**src/rtl/exp_range_reducer.sv**
```systemverilog
`timescale 1ns/1ps
// -----------------------------------------------------------------------------
// exp_range_reducer
//
// Argument-reduction stage in front of the CORDIC exponential. It splits a
// signed fixed-point argument x into x = k*ln2 + r with |r| <= ln2/2.
//   - r goes to the CORDIC as its angle, inside the hyperbolic convergence range.
//   - k goes to the downstream 2^k shifter.
// Each cycle removes at most one ln2 step. If |k| reaches K_MAX while r is still
// out of range, the result saturates: r is clamped to +/-HALF and ovf or unf is
// raised.
//
// Ports
//   clk        in   rising-edge clock
//   rst        in   synchronous, active-high reset
//   in_valid   in   argument valid
//   in_ready   out  block can accept an argument (IDLE only)
//   x_in       in   signed argument, Q(ANG_W-FRAC-1).FRAC
//   out_valid  out  result valid (DONE only)
//   out_ready  in   consumer accepts result
//   r_out      out  signed reduced argument (CORDIC angle), same format as x_in
//   k_out      out  signed power-of-two exponent
//   ovf        out  positive saturation: k hit K_MAX with r still above HALF
//   unf        out  negative saturation: k hit -K_MAX with r still below -HALF
// -----------------------------------------------------------------------------
module exp_range_reducer #(
  parameter int ANG_W = 32,
  parameter int FRAC  = 16,
  parameter int K_W   = 6,
  parameter int K_MAX = 24,
  parameter int LN2   = 45426,
  parameter int HALF  = 22713
) (
  input  logic                    clk,
  input  logic                    rst,
  input  logic                    in_valid,
  output logic                    in_ready,
  input  logic signed [ANG_W-1:0] x_in,
  output logic                    out_valid,
  input  logic                    out_ready,
  output logic signed [ANG_W-1:0] r_out,
  output logic signed [K_W-1:0]   k_out,
  output logic                    ovf,
  output logic                    unf
);

  // Elaboration-time consistency check. HALF must be LN2>>1, K_MAX must fit
  // in k, and the binary point must lie inside the word.
  if (HALF != (LN2 >> 1) || K_MAX >= (1 << (K_W - 1)) || FRAC >= ANG_W) begin : g_bad_params
    $error("exp_range_reducer: inconsistent parameters");
  end

  localparam logic signed [ANG_W-1:0] LN2_S      = ANG_W'(LN2);
  localparam logic signed [ANG_W-1:0] HALF_S     = ANG_W'(HALF);
  localparam logic signed [ANG_W-1:0] NEG_HALF_S = -ANG_W'(HALF);
  localparam logic signed [K_W-1:0]   K_MAX_S    = K_W'(K_MAX);
  localparam logic signed [K_W-1:0]   NEG_K_MAX_S = -K_W'(K_MAX);

  typedef enum logic [1:0] {
    S_IDLE   = 2'd0,
    S_REDUCE = 2'd1,
    S_DONE   = 2'd2
  } state_t;

  state_t                  r_state;
  logic signed [ANG_W-1:0] r_angle;
  logic signed [K_W-1:0]   r_k;
  logic                    r_ovf;
  logic                    r_unf;
  logic                    r_out_valid;
  logic                    r_in_ready;

  // Range tests on the running remainder. Both bounds are inclusive.
  logic w_above;
  logic w_below;
  assign w_above = (r_angle > HALF_S);
  assign w_below = (r_angle < NEG_HALF_S);

  // NOTE: every state register is written with <= so all of them update
  // together from the values seen at the same edge. Blocking assignments here
  // would make later lines read values already updated in this same cycle.
  always_ff @(posedge clk) begin
    if (rst) begin
      r_state     <= S_IDLE;
      r_angle     <= '0;
      r_k         <= '0;
      r_ovf       <= 1'b0;
      r_unf       <= 1'b0;
      r_out_valid <= 1'b0;
      r_in_ready  <= 1'b1;
    end else begin
      case (r_state)
        S_IDLE: begin
          if (in_valid && r_in_ready) begin
            r_angle    <= x_in;
            r_k        <= '0;
            r_ovf      <= 1'b0;
            r_unf      <= 1'b0;
            r_in_ready <= 1'b0;
            r_state    <= S_REDUCE;
          end
        end

        S_REDUCE: begin
          if (!w_above && !w_below) begin
            r_out_valid <= 1'b1;
            r_state     <= S_DONE;
          end else if (w_above && r_k == K_MAX_S) begin
            // Out of shifter range: clamp r so the CORDIC still converges.
            r_ovf       <= 1'b1;
            r_angle     <= HALF_S;
            r_out_valid <= 1'b1;
            r_state     <= S_DONE;
          end else if (w_below && r_k == NEG_K_MAX_S) begin
            r_unf       <= 1'b1;
            r_angle     <= NEG_HALF_S;
            r_out_valid <= 1'b1;
            r_state     <= S_DONE;
          end else if (w_above) begin
            // The step always moves r toward zero, so it cannot wrap.
            r_angle <= r_angle - LN2_S;
            r_k     <= r_k + K_W'(1);
          end else begin
            r_angle <= r_angle + LN2_S;
            r_k     <= r_k - K_W'(1);
          end
        end

        S_DONE: begin
          // The outputs stay frozen until the consumer takes the result.
          if (out_ready) begin
            r_out_valid <= 1'b0;
            r_in_ready  <= 1'b1;
            r_state     <= S_IDLE;
          end
        end

        default: begin
          r_out_valid <= 1'b0;
          r_in_ready  <= 1'b1;
          r_state     <= S_IDLE;
        end
      endcase
    end
  end

  assign in_ready  = r_in_ready;
  assign out_valid = r_out_valid;
  assign r_out     = r_angle;
  assign k_out     = r_k;
  assign ovf       = r_ovf;
  assign unf       = r_unf;

endmodule

```
**config.mk**
```make
export PLATFORM = sky130hd
export DESIGN_NAME = exp_range_reducer
export DESIGN_NICKNAME = d
export VERILOG_FILES = /design/src/rtl/exp_range_reducer.sv
export SDC_FILE = /design/constraint.sdc
export NUM_CORES = 1
export LEC_CHECK = 0
export CAP_MARGIN = 20
export CORE_ASPECT_RATIO = 1.5
export CORE_MARGIN = 5
export CORE_UTILIZATION = 40
export CTS_CLUSTER_SIZE = 28
export DETAILED_ROUTE_END_ITERATION = 7
export PLACE_DENSITY = 0.74
export SLEW_MARGIN = 40
export SYNTH_ARGS = -nofsm -noshare
export SYNTH_HDL_FRONTEND = slang
export SYNTH_SLANG_ARGS = --single-unit
```
**constraint.sdc**
```tcl
create_clock -name clk -period 5 [get_ports clk]
set_input_delay 1 -clock clk [delete_from_list [all_inputs] [get_ports clk]]
set_output_delay 1 -clock clk [all_outputs]
set_load 0.03 [all_outputs]
```
==> impl_metrics.yaml <==
setup_path:
  arrival_ns: 4.97
  path_class: "flip-flop to flip-flop"
  end_kind: "flip-flop"
  regToRegEndpoint: "r_out[30]"
  reg2reg_from: "r_out[23]"
  start_kind: "flip-flop"
  cp_cell_sequence: "nor4_1 > and4_1 > and2_1 > a21oi_4 > inv_4 > ha_1 > a21o_1 > and3_2 > a2111oi_0 > a221o_2 > a221oi_4 > o31ai_1 > o31ai_2 > mux2i_1 > or4_1 > a31oi_1"
  critPathTopFamily: "compound AO/OA/AOI/OAI gates"
  slowest_stage: "a2111oi_0"
  crit_buf_inv: 1
  critPathMaxStageDelay_ns: 0.51
  critPathMaxFanout: 12
  r2r_cells: 16
  r2r_setup_slack_ns: 0.25
  crit_required_ns: 5.22
die:
  die_area_um2: 13000
  fp.dieW_um: 94.7
  dieHeight_um: 137
  rows: 46
  coreArea_um2: 10600
  start_util_pct: 40.7
  pin_count: 78
routing:
  drc: 0
  routed-via-count: 4979
  drtAntennaViolNets: 0
  routedWlPerCell_um: 19.7
  avgViaCountPerCell: 6.20
  routed_wl_um: 15900
  drt_iter0_drc: 383
  drtPass1Iterations: 5
global_routing:
  grt_pass1_vias: 4738
  antenna_found_initial: 0
  grt_max_degree: 44
  grt_pass1_wl_um: 24900
  grtUsageTotal_pct: 24.4
  grt_overflow: 0
cts:
  clock_sinks: 44
  root_buffer: "clkbuf_16"
  insertion_delay_ns: 0.30
  post-cts-setup-buffer-count: 0
  ctsLongestPathBuffers: 2
  ctsHoldBuffers: 0
  cts_tree: "built"
  cts.clk_slew.worst_paths_ns: 0.07
  htreeDepth: 2
  numCtsBuffers: 5
synth:
  ys_warn_count: 0
  ys_ff_latch: 44
  synth_area_um2: 4310
  synth_nets: 645
  ys_seq_area_share_pct: 20.4
  postSynthCellCount: 598
  synth_edf_count: 0
  synth_cell_type_count: 76
  ys_dominant_reg_cell: "dfxtp_1"
  avgSynthCellArea_um2: 7.20
  async_flop_share_pct: 0
place:
  portBuffers: 77
  dpl.hpwl_um: 11400
  place.gp.congestion: 0.904
layout:
  drive_gt1_share_pct: 11.4
  nNetsFinal: 705
  insertedDiodeCount: 0
  area_growth_pct: 25.1
timing:
  post-route-min-period_ns: 4.75
  fin_tns_setup_ns: 0
  worst_slew_pin_slew_ns: 0.787
  clock_skew_ns: 0.00813
  drv_slew: 0
  max_slew_margin_pct: 47.5
  rsz0062_at_grt: "false"
  max_freq_mhz: 211
  setup_violations: 0
  finalCritPeriodShare_pct: 94.9
  hold_violations: 0
hold_path:
  min_path_type: "flip-flop to flip-flop"
  hold_depth: 2
  holdCritStartpoint: "out_valid"
  holdPathEnd: "out_valid"
run:
  max_cap_violations: 0
outcome:
  status: "finished clean"
==> synth_stat cells (11+ instances only) <==
library cell	instances	area, um2
nand2_1	55	206
dfxtp_1	44	881
inv_1	11	41.3
a22oi_1	17	128
a21oi_1	56	280
clkbuf_1	38	143
o21ai_0	40	200
nand3_1	28	140
nor2_1	50	188
xnor2_1	24	210
ha_1	11	138
nor3_1	18	90.1
nand4_1	12	75.1
==> area by class of cell <==
class / instances / area, um2
clock inverter: 3 / 46.3
clock buffer: 5 / 125
multi-input combinational: 489 / 3110
sequential: 44 / 882
timing repair buffer: 106 / 996
fill: 1051 / 5200
inverter: 12 / 47.5
tap: 144 / 180
==> repair_timing <==
item	CTS	global route
endpoints found under the setup margin	0	2
endpoints found under the hold margin	0	0
resized for setup	0	1
==> cells in the final DEF (no fill, tap or decap), drive strengths merged, types with 9 or more instances in the layout <==
| cell type | instances |
|---|---|
| inv | 13 |
| a21oi | 57 |
| o211ai | 10 |
| o21ai | 44 |
| nor3 | 18 |
| xnor2 | 24 |
| nor2 | 50 |
| ha | 11 |
| nand3 | 29 |
| nand2 | 55 |
| dfxtp | 44 |
| or3 | 10 |
| a31oi | 10 |
| nand4 | 12 |
| nor4 | 9 |
| clkdlybuf4s50 | 76 |
| a22oi | 17 |
| buf | 30 |
==> state kept, by name (all words and copies together) (netlist names) <==
name and count:
r_out 32, k_out 6, r_state 2, in_ready 1, out_valid 1, ovf 1
unf 1
==> per-stage QoR <==
step	std cells	setup slack (ns)	instance area, um2	utilization (%)	hold WS (ns)
floorplan	598	0.00924	4320	-	0.480
global placement	795	0.435	5210	49.2	0.456
detailed placement	795	0.264	5210	49.2	0.462
CTS	803	0.247	5380	50.8	0.472
global route	803	0.0664	5390	50.9	0.504
finish	803	0.253	5390	50.9	0.473
==> cell families after synthesis <==
logic type / synth area share, %
xor gates and xnor gates: 6.10
and+or+nand+nor: 29.0
AOI/OAI and AO/OA: 31.1
adders and majority gates: 3.69
muxes: 1.86
DFF: 20.4
buffers and inverters: 7.81
==> worst max path at each step <==
stage                   start   endpoint  slack, ns  cells after the start
finish              r_out[23]  r_out[30]       0.25                     16
global route        r_out[28]  r_out[30]       0.07                     16
CTS                 r_out[28]  r_out[30]       0.25                     16
detailed placement  r_out[28]  r_out[30]       0.26                     16
global placement    r_out[23]  r_out[30]       0.44                     16
floorplan           r_out[14]  r_out[30]      0.009                     22
==> worst register-to-register path, delay by kind of cell (launching register included) <==
| kind | cells | cell delay [ns] |
|---|---|---|
| AOI/OAI and AO/OA | 8 | 1.97 |
| and+or+nand+nor | 5 | 1.65 |
| DFF | 1 | 0.45 |
| adders and majority gates | 1 | 0.32 |
| muxes | 1 | 0.15 |
| buffers and inverters | 1 | 0.13 |
==> metal layers <==
metal	GRT usage, %	up-vias	routed length (um)	part of all wire (%)
li1	-	2356	-	-
met1	29.9	2377	6430	41
met2	42.3	212	8000	50
met3	3.14	34	958	6.0
met4	10.4	0	470	3.0
met5	0	-	0	0
Power is not shown: default switching activity piles up to over one toggle a cycle in this logic, so the estimate is an artifact.
